==> src/rtl/riscv_pkg.sv <==
// riscv_pkg: shared RV32I decode constants (opcodes, bubble encoding,
// ALU operation codes, writeback select encodings).
package riscv_pkg;

    localparam int          XLEN      = 32;
    localparam logic [31:0] NOP_INSTR = 32'h0000_0013;   // addi x0,x0,0

    localparam logic [6:0] OPC_LUI    = 7'h37;
    localparam logic [6:0] OPC_AUIPC  = 7'h17;
    localparam logic [6:0] OPC_JAL    = 7'h6F;
    localparam logic [6:0] OPC_JALR   = 7'h67;
    localparam logic [6:0] OPC_BRANCH = 7'h63;
    localparam logic [6:0] OPC_LOAD   = 7'h03;
    localparam logic [6:0] OPC_STORE  = 7'h23;
    localparam logic [6:0] OPC_OP_IMM = 7'h13;
    localparam logic [6:0] OPC_OP     = 7'h33;

    typedef enum logic [3:0] {
        ALU_ADD    = 4'd0,
        ALU_SUB    = 4'd1,
        ALU_SLL    = 4'd2,
        ALU_SLT    = 4'd3,
        ALU_SLTU   = 4'd4,
        ALU_XOR    = 4'd5,
        ALU_SRL    = 4'd6,
        ALU_SRA    = 4'd7,
        ALU_OR     = 4'd8,
        ALU_AND    = 4'd9,
        ALU_PASS_B = 4'd10
    } alu_ctrl_e;

    localparam logic [1:0] WB_ALU = 2'd0;
    localparam logic [1:0] WB_MEM = 2'd1;
    localparam logic [1:0] WB_PC4 = 2'd2;

    // funct3 -> ALU op for OP / OP-IMM; alt selects SUB / SRA
    function automatic alu_ctrl_e alu_op(input logic [2:0] f3, input logic alt);
        case (f3)
            3'b000:  alu_op = alt ? ALU_SUB : ALU_ADD;
            3'b001:  alu_op = ALU_SLL;
            3'b010:  alu_op = ALU_SLT;
            3'b011:  alu_op = ALU_SLTU;
            3'b100:  alu_op = ALU_XOR;
            3'b101:  alu_op = alt ? ALU_SRA : ALU_SRL;
            3'b110:  alu_op = ALU_OR;
            default: alu_op = ALU_AND;
        endcase
    endfunction

endpackage

==> src/rtl/imm_gen.sv <==
// imm_gen: sign-extended immediate selected by the instruction's opcode format.
// R-type and unsupported opcodes produce zero.
module imm_gen
    import riscv_pkg::*;
(
    input  logic [31:0] instr,
    output logic [31:0] imm
);

    // pick the immediate layout from the opcode
    always_comb begin
        case (instr[6:0])
            OPC_JALR, OPC_LOAD, OPC_OP_IMM:
                imm = {{20{instr[31]}}, instr[31:20]};
            OPC_STORE:
                imm = {{20{instr[31]}}, instr[31:25], instr[11:7]};
            OPC_BRANCH:
                imm = {{19{instr[31]}}, instr[31], instr[7], instr[30:25], instr[11:8], 1'b0};
            OPC_LUI, OPC_AUIPC:
                imm = {instr[31:12], 12'b0};
            OPC_JAL:
                imm = {{11{instr[31]}}, instr[31], instr[19:12], instr[20], instr[30:21], 1'b0};
            default:
                imm = 32'b0;
        endcase
    end

endmodule

==> src/rtl/decode_stage.sv <==
// decode_stage: IF/ID pipeline register, RV32I decode and load-use hazard
// detection. Optional macro DECODE_ILLEGAL_CHECK_EN enables flagging of
// unsupported opcodes and bad OP funct7 values; otherwise they decode as NOPs.
module decode_stage
    import riscv_pkg::*;
(
    input  logic        clk,
    input  logic        rst,
    input  logic [31:0] pc_if,
    input  logic [31:0] pc_plus_four_if,
    input  logic [31:0] instruction_if,
    input  logic        stall_id,
    input  logic        flush_id,
    input  logic        ex_mem_read,
    input  logic [4:0]  ex_rd,
    output logic        stall_if,
    output logic        valid_id,
    output logic [31:0] pc_id,
    output logic [31:0] pc_plus_four_id,
    output logic [31:0] instr_id,
    output logic [4:0]  rs1,
    output logic [4:0]  rs2,
    output logic [4:0]  rd,
    output logic [31:0] imm,
    output logic [2:0]  funct3,
    output logic [3:0]  alu_ctrl,
    output logic        alu_src_imm,
    output logic        reg_write,
    output logic        mem_read,
    output logic        mem_write,
    output logic        branch,
    output logic        jump,
    output logic        jalr,
    output logic [1:0]  wb_sel,
    output logic        illegal
);

    logic [6:0] opcode;
    logic       uses_rs1, uses_rs2, uses_rd;
    alu_ctrl_e  alu_raw;
    logic       src_raw, rw_raw, mr_raw, mw_raw, br_raw, j_raw, jalr_raw;
    logic [1:0] wb_raw;
    logic       illegal_raw;
    logic       load_use_stall;
    logic       kill;

    assign stall_if = load_use_stall | stall_id;

    // IF/ID register: reset > flush > hold > load
    always_ff @(posedge clk) begin
        if (rst || flush_id) begin
            valid_id        <= 1'b0;
            instr_id        <= NOP_INSTR;
            pc_id           <= 32'b0;
            pc_plus_four_id <= 32'b0;
        end else if (!stall_if) begin
            valid_id        <= 1'b1;
            instr_id        <= instruction_if;
            pc_id           <= pc_if;
            pc_plus_four_id <= pc_plus_four_if;
        end
    end

    assign opcode = instr_id[6:0];
    assign funct3 = instr_id[14:12];

    imm_gen u_imm_gen (
        .instr (instr_id),
        .imm   (imm)
    );

    // raw per-opcode control decode, before bubble suppression
    always_comb begin
        uses_rs1 = 1'b0;
        uses_rs2 = 1'b0;
        uses_rd  = 1'b0;
        alu_raw  = ALU_ADD;
        src_raw  = 1'b0;
        rw_raw   = 1'b0;
        mr_raw   = 1'b0;
        mw_raw   = 1'b0;
        br_raw   = 1'b0;
        j_raw    = 1'b0;
        jalr_raw = 1'b0;
        wb_raw   = WB_ALU;
        case (opcode)
            OPC_LUI: begin
                uses_rd = 1'b1; alu_raw = ALU_PASS_B; src_raw = 1'b1; rw_raw = 1'b1;
            end
            OPC_AUIPC: begin
                uses_rd = 1'b1; src_raw = 1'b1; rw_raw = 1'b1;
            end
            OPC_JAL: begin
                uses_rd = 1'b1; src_raw = 1'b1; rw_raw = 1'b1; j_raw = 1'b1; wb_raw = WB_PC4;
            end
            OPC_JALR: begin
                uses_rs1 = 1'b1; uses_rd = 1'b1; src_raw = 1'b1; rw_raw = 1'b1;
                j_raw = 1'b1; jalr_raw = 1'b1; wb_raw = WB_PC4;
            end
            OPC_BRANCH: begin
                uses_rs1 = 1'b1; uses_rs2 = 1'b1; br_raw = 1'b1;
                // BEQ/BNE compare by subtract, signed/unsigned compares otherwise
                alu_raw = !funct3[2] ? ALU_SUB : (!funct3[1] ? ALU_SLT : ALU_SLTU);
            end
            OPC_LOAD: begin
                uses_rs1 = 1'b1; uses_rd = 1'b1; src_raw = 1'b1; rw_raw = 1'b1;
                mr_raw = 1'b1; wb_raw = WB_MEM;
            end
            OPC_STORE: begin
                uses_rs1 = 1'b1; uses_rs2 = 1'b1; src_raw = 1'b1; mw_raw = 1'b1;
            end
            OPC_OP_IMM: begin
                uses_rs1 = 1'b1; uses_rd = 1'b1; src_raw = 1'b1; rw_raw = 1'b1;
                // only SRAI uses bit 30; ADDI has no subtract form
                alu_raw = alu_op(funct3, (funct3 == 3'b101) && instr_id[30]);
            end
            OPC_OP: begin
                uses_rs1 = 1'b1; uses_rs2 = 1'b1; uses_rd = 1'b1; rw_raw = 1'b1;
                alu_raw = alu_op(funct3, instr_id[30]);
            end
            default: ;
        endcase
    end

    assign rs1 = uses_rs1 ? instr_id[19:15] : 5'd0;
    assign rs2 = uses_rs2 ? instr_id[24:20] : 5'd0;
    assign rd  = uses_rd  ? instr_id[11:7]  : 5'd0;

`ifdef DECODE_ILLEGAL_CHECK_EN
    // flag opcodes we do not implement and OP encodings with a bad funct7
    always_comb begin
        illegal_raw = 1'b0;
        case (opcode)
            OPC_LUI, OPC_AUIPC, OPC_JAL, OPC_JALR, OPC_BRANCH,
            OPC_LOAD, OPC_STORE, OPC_OP_IMM: illegal_raw = 1'b0;
            OPC_OP: illegal_raw = !((instr_id[31:25] == 7'h00) ||
                                    ((instr_id[31:25] == 7'h20) &&
                                     ((funct3 == 3'b000) || (funct3 == 3'b101))));
            default: illegal_raw = 1'b1;
        endcase
    end
`else
    assign illegal_raw = 1'b0;
`endif

    assign load_use_stall = valid_id && ex_mem_read && (ex_rd != 5'd0) &&
                            ((uses_rs1 && (ex_rd == rs1)) || (uses_rs2 && (ex_rd == rs2)));

    // empty or stalled slot goes to EX as a bubble
    assign kill    = !valid_id || load_use_stall || illegal_raw;
    assign illegal = valid_id && !load_use_stall && illegal_raw;

    assign alu_ctrl    = kill ? ALU_ADD : alu_raw;
    assign alu_src_imm = !kill && src_raw;
    assign reg_write   = !kill && rw_raw;
    assign mem_read    = !kill && mr_raw;
    assign mem_write   = !kill && mw_raw;
    assign branch      = !kill && br_raw;
    assign jump        = !kill && j_raw;
    assign jalr        = !kill && jalr_raw;
    assign wb_sel      = kill ? WB_ALU : wb_raw;

endmodule
==> config.mk <==
export PLATFORM = sky130hd
export DESIGN_NAME = decode_stage
export DESIGN_NICKNAME = d
export VERILOG_FILES = /design/src/rtl/riscv_pkg.sv /design/src/rtl/imm_gen.sv /design/src/rtl/decode_stage.sv
export SDC_FILE = /design/constraint.sdc
export NUM_CORES = 1
export LEC_CHECK = 0
export CAP_MARGIN = 20
export CORE_MARGIN = 2
export CORE_UTILIZATION = 39
export CTS_BUF_LIST = sky130_fd_sc_hd__clkbuf_4 sky130_fd_sc_hd__clkbuf_8 sky130_fd_sc_hd__clkbuf_16
export CTS_CLUSTER_SIZE = 20
export DETAILED_ROUTE_END_ITERATION = 8
export MAX_ROUTING_LAYER = met4
export PLACE_DENSITY = 0.85
export SETUP_SLACK_MARGIN = 0.5
export SYNTH_ARGS = -nofsm -noshare
export SYNTH_HDL_FRONTEND = slang
export SYNTH_SLANG_ARGS = --single-unit
==> constraint.sdc <==
create_clock -name clk -period 3.4 [get_ports clk]
set_input_delay 0.68 -clock clk [delete_from_list [all_inputs] [get_ports clk]]
set_output_delay 0.68 -clock clk [all_outputs]
set_load 0.02 [all_outputs]
==> results of run 1 <==
-- per-stage QoR --
step	total power, uW	utilization (%)	setup slack (ps)	setup TNS [ps]	hold slack, ps
CTS	2920	67.65	-7.519	-7.519	457.2
global placement	1799	64.40	-691.2	-27770	441.8
floorplan	1508	-	274.6	0	533.2
global route	3022	68.36	-39.26	-39.26	473.6
finish	2914	68.36	51.70	0	457.0
detailed placement	1810	64.40	-800.1	-37520	446.5
-- final timing paths --
check | startpoint | cells past startpoint | end
hold reg to reg | pc_id[0]$_SDFFE_PP0N_ | 2 | pc_id[0]$_SDFFE_PP0N_
setup reg to reg | instr_id[1]$_SDFFE_PP1N_ | 9 | pc_plus_four_id[10]$_SDFFE_PP0N_
hold / removal | pc_id[0]$_SDFFE_PP0N_ | 2 | pc_id[0]$_SDFFE_PP0N_
setup / recovery | ex_rd[4] | 8 | alu_src_imm
-- critical path, delay by kind of cell --
family / cells / cell delay (ps)
simple gates: 4 / 1340
buf+inv: 3 / 420
compound gates: 1 / 220
-- power breakdown --
part | switching (uW) | internal (uW) | leakage, uW
sequential | 36.4 | 1180 | 0.000790
clock | 436 | 682 | 0.000162
combinational | 277 | 307 | 0.00276
-- cells by family after synthesis --
family / count (synthesis) / share of synthesized area, %
compound gates: 51 / 7.221
xor+xnor: 10 / 1.805
buf+inv: 51 / 6.292
flops: 97 / 40.02
mux: 96 / 19.80
other cells: 1 / 0.07729
simple gates: 273 / 24.78
-- routing by layer --
layer,GRT usage (%),vias up
met5,-,-
met4,11.73,0
met3,6.642,31
met2,42.81,211
met1,26.86,2354
li1,-,2440
-- state kept, by name, indices dropped and copies added (netlist names) --
| register | flops |
|---|---|
| pc_plus_four_id | 32 |
| pc_id | 32 |
| valid_id | 1 |
| instr_id | 32 |
-- layout by cell type (no fill, tap or decap), drive strengths merged, types with 13 or more instances in the layout --
cell type and instances:
clkbuf 14, a21o 19, buf 55, and2 23, mux2i 96, dfxtp 97, dlygate4sd2 30, nand2 198
nor2 18, a21oi 13, clkdlybuf4s50 208
-- final cells by class --
type | count | area [sq um]
fillers | 942 | 3816
repair buffers | 302 | 2960
multi-input cells | 431 | 2780
flip-flops and latches | 97 | 1948
clock buffers | 11 | 252.7
well taps | 168 | 210.2
clock inverters | 5 | 77.57
inverters | 3 | 11.26
diodes | 2 | 5.005
-- repair_timing --
action | 4_1_cts | 5_1_grt
buffers inserted | 5 | 2
pin swaps | 8 | 6
setup endpoints to repair | 152 | 93
hold endpoints to repair | 0 | 0
gates resized for setup | 163 | 23
==> impl_metrics.py, run 1 <==
metrics = {
    "drt": {
        "postRouteAntennaNets": 0,
        "met2_length_microns": 8479,
        "remaining_drc_errors": 0,
        "vias": 5036,
        "m1WireLength_microns": 6353,
        "wire_per_inst_microns": 16.24,
        "routed-wl-met3_microns": 1275,
        "highest_layer": "met4",
        "drtIter0Drc": 270,
        "viasPerCell": 4.942,
        "firstDrtPassIters": 5,
        "wirelength_microns": 16550,
    },
    "die": {
        "rows": 40,
        "start_util_pct": 40.23,
        "die_w_microns": 115.5,
        "fp.dieH_microns": 115.5,
        "die-area_sq_um": 13350,
        "coreArea_sq_um": 12060,
        "pin_count": 268,
    },
    "global_routing": {
        "grt_pass1_wl_microns": 25050,
        "grtUsageTotal_pct": 24.97,
        "grt_max_degree": 89,
        "antenna_found_initial": 2,
        "grt_pass1_vias": 4971,
        "gr-total-overflow": 0,
    },
    "clocking": {
        "cts_buffer_depth": 2,
        "root_buffer": "clkbuf_16",
        "htreeDepth": 3,
        "clk_pin_slew_ps": 60,
        "cts_buffers": 9,
        "insertion_delay_ps": 340,
        "cts_tree": "done",
        "cts_hold_buffers": 0,
        "clock-sinks": 97,
    },
    "setup_path": {
        "critPathMaxFanout": 4,
        "cp_data_arrival_time_ps": 2670,
        "start_kind": "primary input",
        "path_cells": "buf_6, or4_4, o211ai_1, and4b_1, or3_4, buf_12, nor4_4, buf_4",
        "critPathRequiredTime_ps": 2720,
        "end_kind": "output port",
        "critPathMaxStageDelay_ps": 520,
        "r2r_setup_slack_ps": 920,
        "cp_slowest_cell": "or4_4",
        "crit_type": "primary input to output port",
    },
    "power": {
        "ir_drop_v": 0.0002089,
        "power_density_nw_per_um2": 353.4,
        "p_leak_uw": 0.003710,
    },
    "yosys": {
        "ys_seq_area_share_pct": 40.02,
        "synth.cell_area_sq_um": 4852,
        "yosysUniqueCellTypes": 44,
        "yosys-top-cells-area": "dfxtp_1, mux2i_1, nand2_1, a21o_1, and2_1",
        "postSynth.asyncResetShare_pct": 0,
        "syn_inst": 579,
        "synthTopCellsByCount": "nand2_1, dfxtp_1, mux2i_1, clkbuf_1, and2_1",
        "synthFlopType": "dfxtp_1",
        "synth_edf_count": 0,
        "syn_avg_cell_area_sq_um": 8.380,
        "synth_nets": 685,
        "ys_seq_elements": 97,
        "synth_top_area_cell": "dfxtp_1",
        "netlist.area_leader.share_pct": 40.02,
        "ys_warn_count": 0,
        "yosysMostFrequentCell": "nand2_1",
    },
    "sta": {
        "maxSlewViolCount": 0,
        "finalCritPeriodShare_pct": 98.48,
        "setup_viol": 0,
        "fin_crit_ps": 3348,
        "fmax_mhz": 298.7,
        "worst_slew_pin_slew_ps": 554.6,
        "fin_skew_ps": 9.772,
        "finalHoldViolations": 0,
        "rsz0062_at_grt": "true",
        "relSlewSlack_pct": 62.94,
    },
    "place": {
        "place_inst": 994,
        "place_hpwl_microns": 12540,
        "portBuffers": 266,
        "place_congestion": 0.9473,
        "postPlaceCellArea_sq_um": 7767,
    },
    "finish": {
        "area_delta_synth_final_pct": 69.93,
        "layout-drive-gt1-share_pct": 13.07,
        "nNetsFinal": 950,
        "design_area_sq_um": 8245,
        "final_cells": 1019,
    },
    "outcome": {
        "status": "finished, final reports clean",
    },
    "run": {
        "drv_cap": 0,
    },
    "worst_hold_path": {
        "hold_class": "register to register",
    },
}
Power figures use the tool's default switching activity.
==> inputs of run 2 (changes only) <==
--- a/config.mk
+++ b/config.mk
@@ -7,3 +7,3 @@
 export LEC_CHECK = 0
-export CAP_MARGIN = 20
+export CAP_MARGIN = 10
 export CORE_MARGIN = 2
@@ -15,2 +15,3 @@
 export PLACE_DENSITY = 0.85
+export REMOVE_ABC_BUFFERS = 1
 export SETUP_SLACK_MARGIN = 0.5
==> constraint.sdc (replaced) <==
create_clock -name clk -period 3.4 [get_ports clk]
set_input_delay 0.85 -clock clk [delete_from_list [all_inputs] [get_ports clk]]
set_output_delay 0.85 -clock clk [all_outputs]
set_load 0.02 [all_outputs]
==> impl_metrics.py, run 2 (same netlist as run 1, synthesis figures left out) <==
metrics = {
    "finish": {
        "layout-drive-gt1-share_pct": 18.18,
        "final_cell_mix": "clkdlybuf4s50_1, nand2_1, mux2i_1",
        "seqCellArea_sq_um": 1948,
        "final_common_cell": "clkdlybuf4s50_1",
        "nNetsFinal": 970,
        "design_area_sq_um": 8362,
        "multiInputGateArea_sq_um": 2790,
        "fillers": 965,
        "top_regs": "instr_id x32, pc_id x32, pc_plus_four_id x32",
        "area_delta_synth_final_pct": 72.33,
        "utilization_pct": 69.33,
    },
    "global_routing": {
        "antenna_found_initial": 1,
        "grt_pass1_wl_microns": 25450,
        "grtUsageTotal_pct": 25.60,
        "gr-total-overflow": 0,
        "grt_max_degree": 114,
        "grt_pass1_vias": 4974,
    },
    "clocking": {
        "cts_buffer_depth": 2,
        "cts_tree": "done",
        "cts_buffers": 9,
        "insertion_delay_ps": 360,
        "cts_hold_buffers": 0,
        "htreeDepth": 3,
        "clk_pin_slew_ps": 70,
        "root_buffer": "clkbuf_16",
        "clock-sinks": 97,
    },
    "outcome": {
        "failed_checks": "negative setup slack",
        "status": "finished with violations",
    },
    "setup_path": {
        "critPathRequiredTime_ps": 2550,
        "path_cells": "buf_6, or4_4, o211ai_1, and4b_1, or3_4, buf_4, nor3_2, buf_4",
        "crit_top_cell": "buf_4",
        "rr_endpoint": "instr_id[16]$_SDFFE_PP0N_",
        "r2r_setup_slack_ps": 1090,
        "critPathMaxStageDelay_ps": 530,
        "cp_slowest_cell": "or4_4",
        "critPathMaxFanout": 5,
        "crit_type": "primary input to output port",
        "r2r_cells": 10,
        "cp_data_arrival_time_ps": 2820,
        "end_kind": "output port",
        "reg2reg_from": "instr_id[2]$_SDFFE_PP0N_",
        "start_kind": "primary input",
    },
    "power": {
        "power_density_nw_per_um2": 337.9,
        "ir_drop_v": 0.0003910,
        "p_total_uw": 2826,
        "p_leak_uw": 0.003743,
    },
    "sta": {
        "fmax_mhz": 272.7,
        "finalHoldViolations": 0,
        "fin_crit_ps": 3667,
        "setup_viol": 14,
        "finalCritPeriodShare_pct": 107.9,
        "whs_ps": 457.0,
        "rsz0062_at_grt": "true",
        "setup_slack_ps": -267.2,
        "maxSlewViolCount": 0,
        "fin_skew_ps": 9.276,
    },
    "worst_hold_path": {
        "hold_class": "register to register",
        "holdPathStages": 2,
        "min_to": "pc_id[13]$_SDFFE_PP0N_",
        "min-delay-start": "pc_id[13]$_SDFFE_PP0N_",
    },
    "die": {
        "rows": 40,
        "fp.dieH_microns": 115.5,
        "die-area_sq_um": 13350,
        "pin_count": 268,
        "die_w_microns": 115.5,
        "coreArea_sq_um": 12060,
        "start_util_pct": 40.23,
    },
    "run": {
        "drv_cap": 0,
    },
    "drt": {
        "vias": 5103,
        "drtIter0Drc": 213,
        "wire_per_inst_microns": 17.11,
        "postRouteAntennaNets": 0,
        "viasPerCell": 4.916,
        "wirelength_microns": 17760,
        "remaining_drc_errors": 0,
        "firstDrtPassIters": 4,
    },
    "place": {
        "place_congestion": 0.8799,
        "postPlaceCellArea_sq_um": 7781,
        "portBuffers": 266,
        "place_hpwl_microns": 12040,
        "dp_worst_setup_slack_ps": -1333,
    },
}
-- run 2: cell count changes in the layout (fill, tap and decap cells not counted), sizes merged, moves of 2 or more --
cell,delta
dlymetal6s2s,-5
clkbuf,+14
clkdlybuf4s15,+4
buf,+26
dlygate4sd2,-16
bufinv,-2
inv,+3
clkdlybuf4s50,-7
-- run 2: cell type report --
| cell class | count | share of cell area [%] |
|---|---|---|
| Multi-Input combinational cell | 432 | 33.37 |
| Clock inverter | 7 | 0.6135 |
| Antenna cell | 1 | 0.02993 |
| Clock buffer | 9 | 2.693 |
| Timing Repair Buffer | 321 | 37.35 |
| Tap cell | 168 | 2.514 |
| Sequential cell | 97 | 23.30 |
| Inverter | 3 | 0.1347 |
-- run 2: how the worst max path moves through the flow --
stage	to	start	slack (ps)
6_report	wb_sel[1]	ex_rd[4]	-270
5_1_grt	wb_sel[1]	ex_rd[4]	-330
4_1_cts	alu_src_imm	ex_rd[4]	-340
3_5_place_dp	alu_src_imm	ex_rd[3]	-1330
3_3_place_gp	branch	ex_rd[3]	-1150
2_1_floorplan	stall_if	ex_rd[1]	-10060
-- run 2: critical path, delay by kind of cell --
family	cells	cell delay (ps)
simple gates	4	1320
compound gates	1	210
buf+inv	3	440
-- run 2: repair_timing --
action | in CTS | in global routing
gates resized for setup | 235 | 48
gates cloned | 3 | 6
buffers inserted | 0 | 7
pin swaps | 8 | 5
endpoints found under the setup margin | 157 | 76
endpoints found under the hold margin | 0 | 0
-- run 2: metrics by stage --
step           TNS (ps)  cells
2_1_floorplan   -828970    531
3_3_place_gp     -61880   1005
3_5_place_dp     -67000   1005
4_1_cts           -3449   1024
5_1_grt           -3566   1038
6_report          -2894   1038
-- run 2: power breakdown --
group	switching [uW]	leakage [uW]	total, uW	internal (uW)
registers	30.2	0.000791	1200	1170
logic	297	0.00281	632	335
clock network	486	0.000138	989	503
-- run 2: metal layers --
metal	wire length, microns	GRT usage, %	vias up
met5	0	-	-
met4	412	10.20	0
met3	1650	8.944	32
met2	8768	43.86	235
met1	6924	26.94	2358
li1	-	-	2478
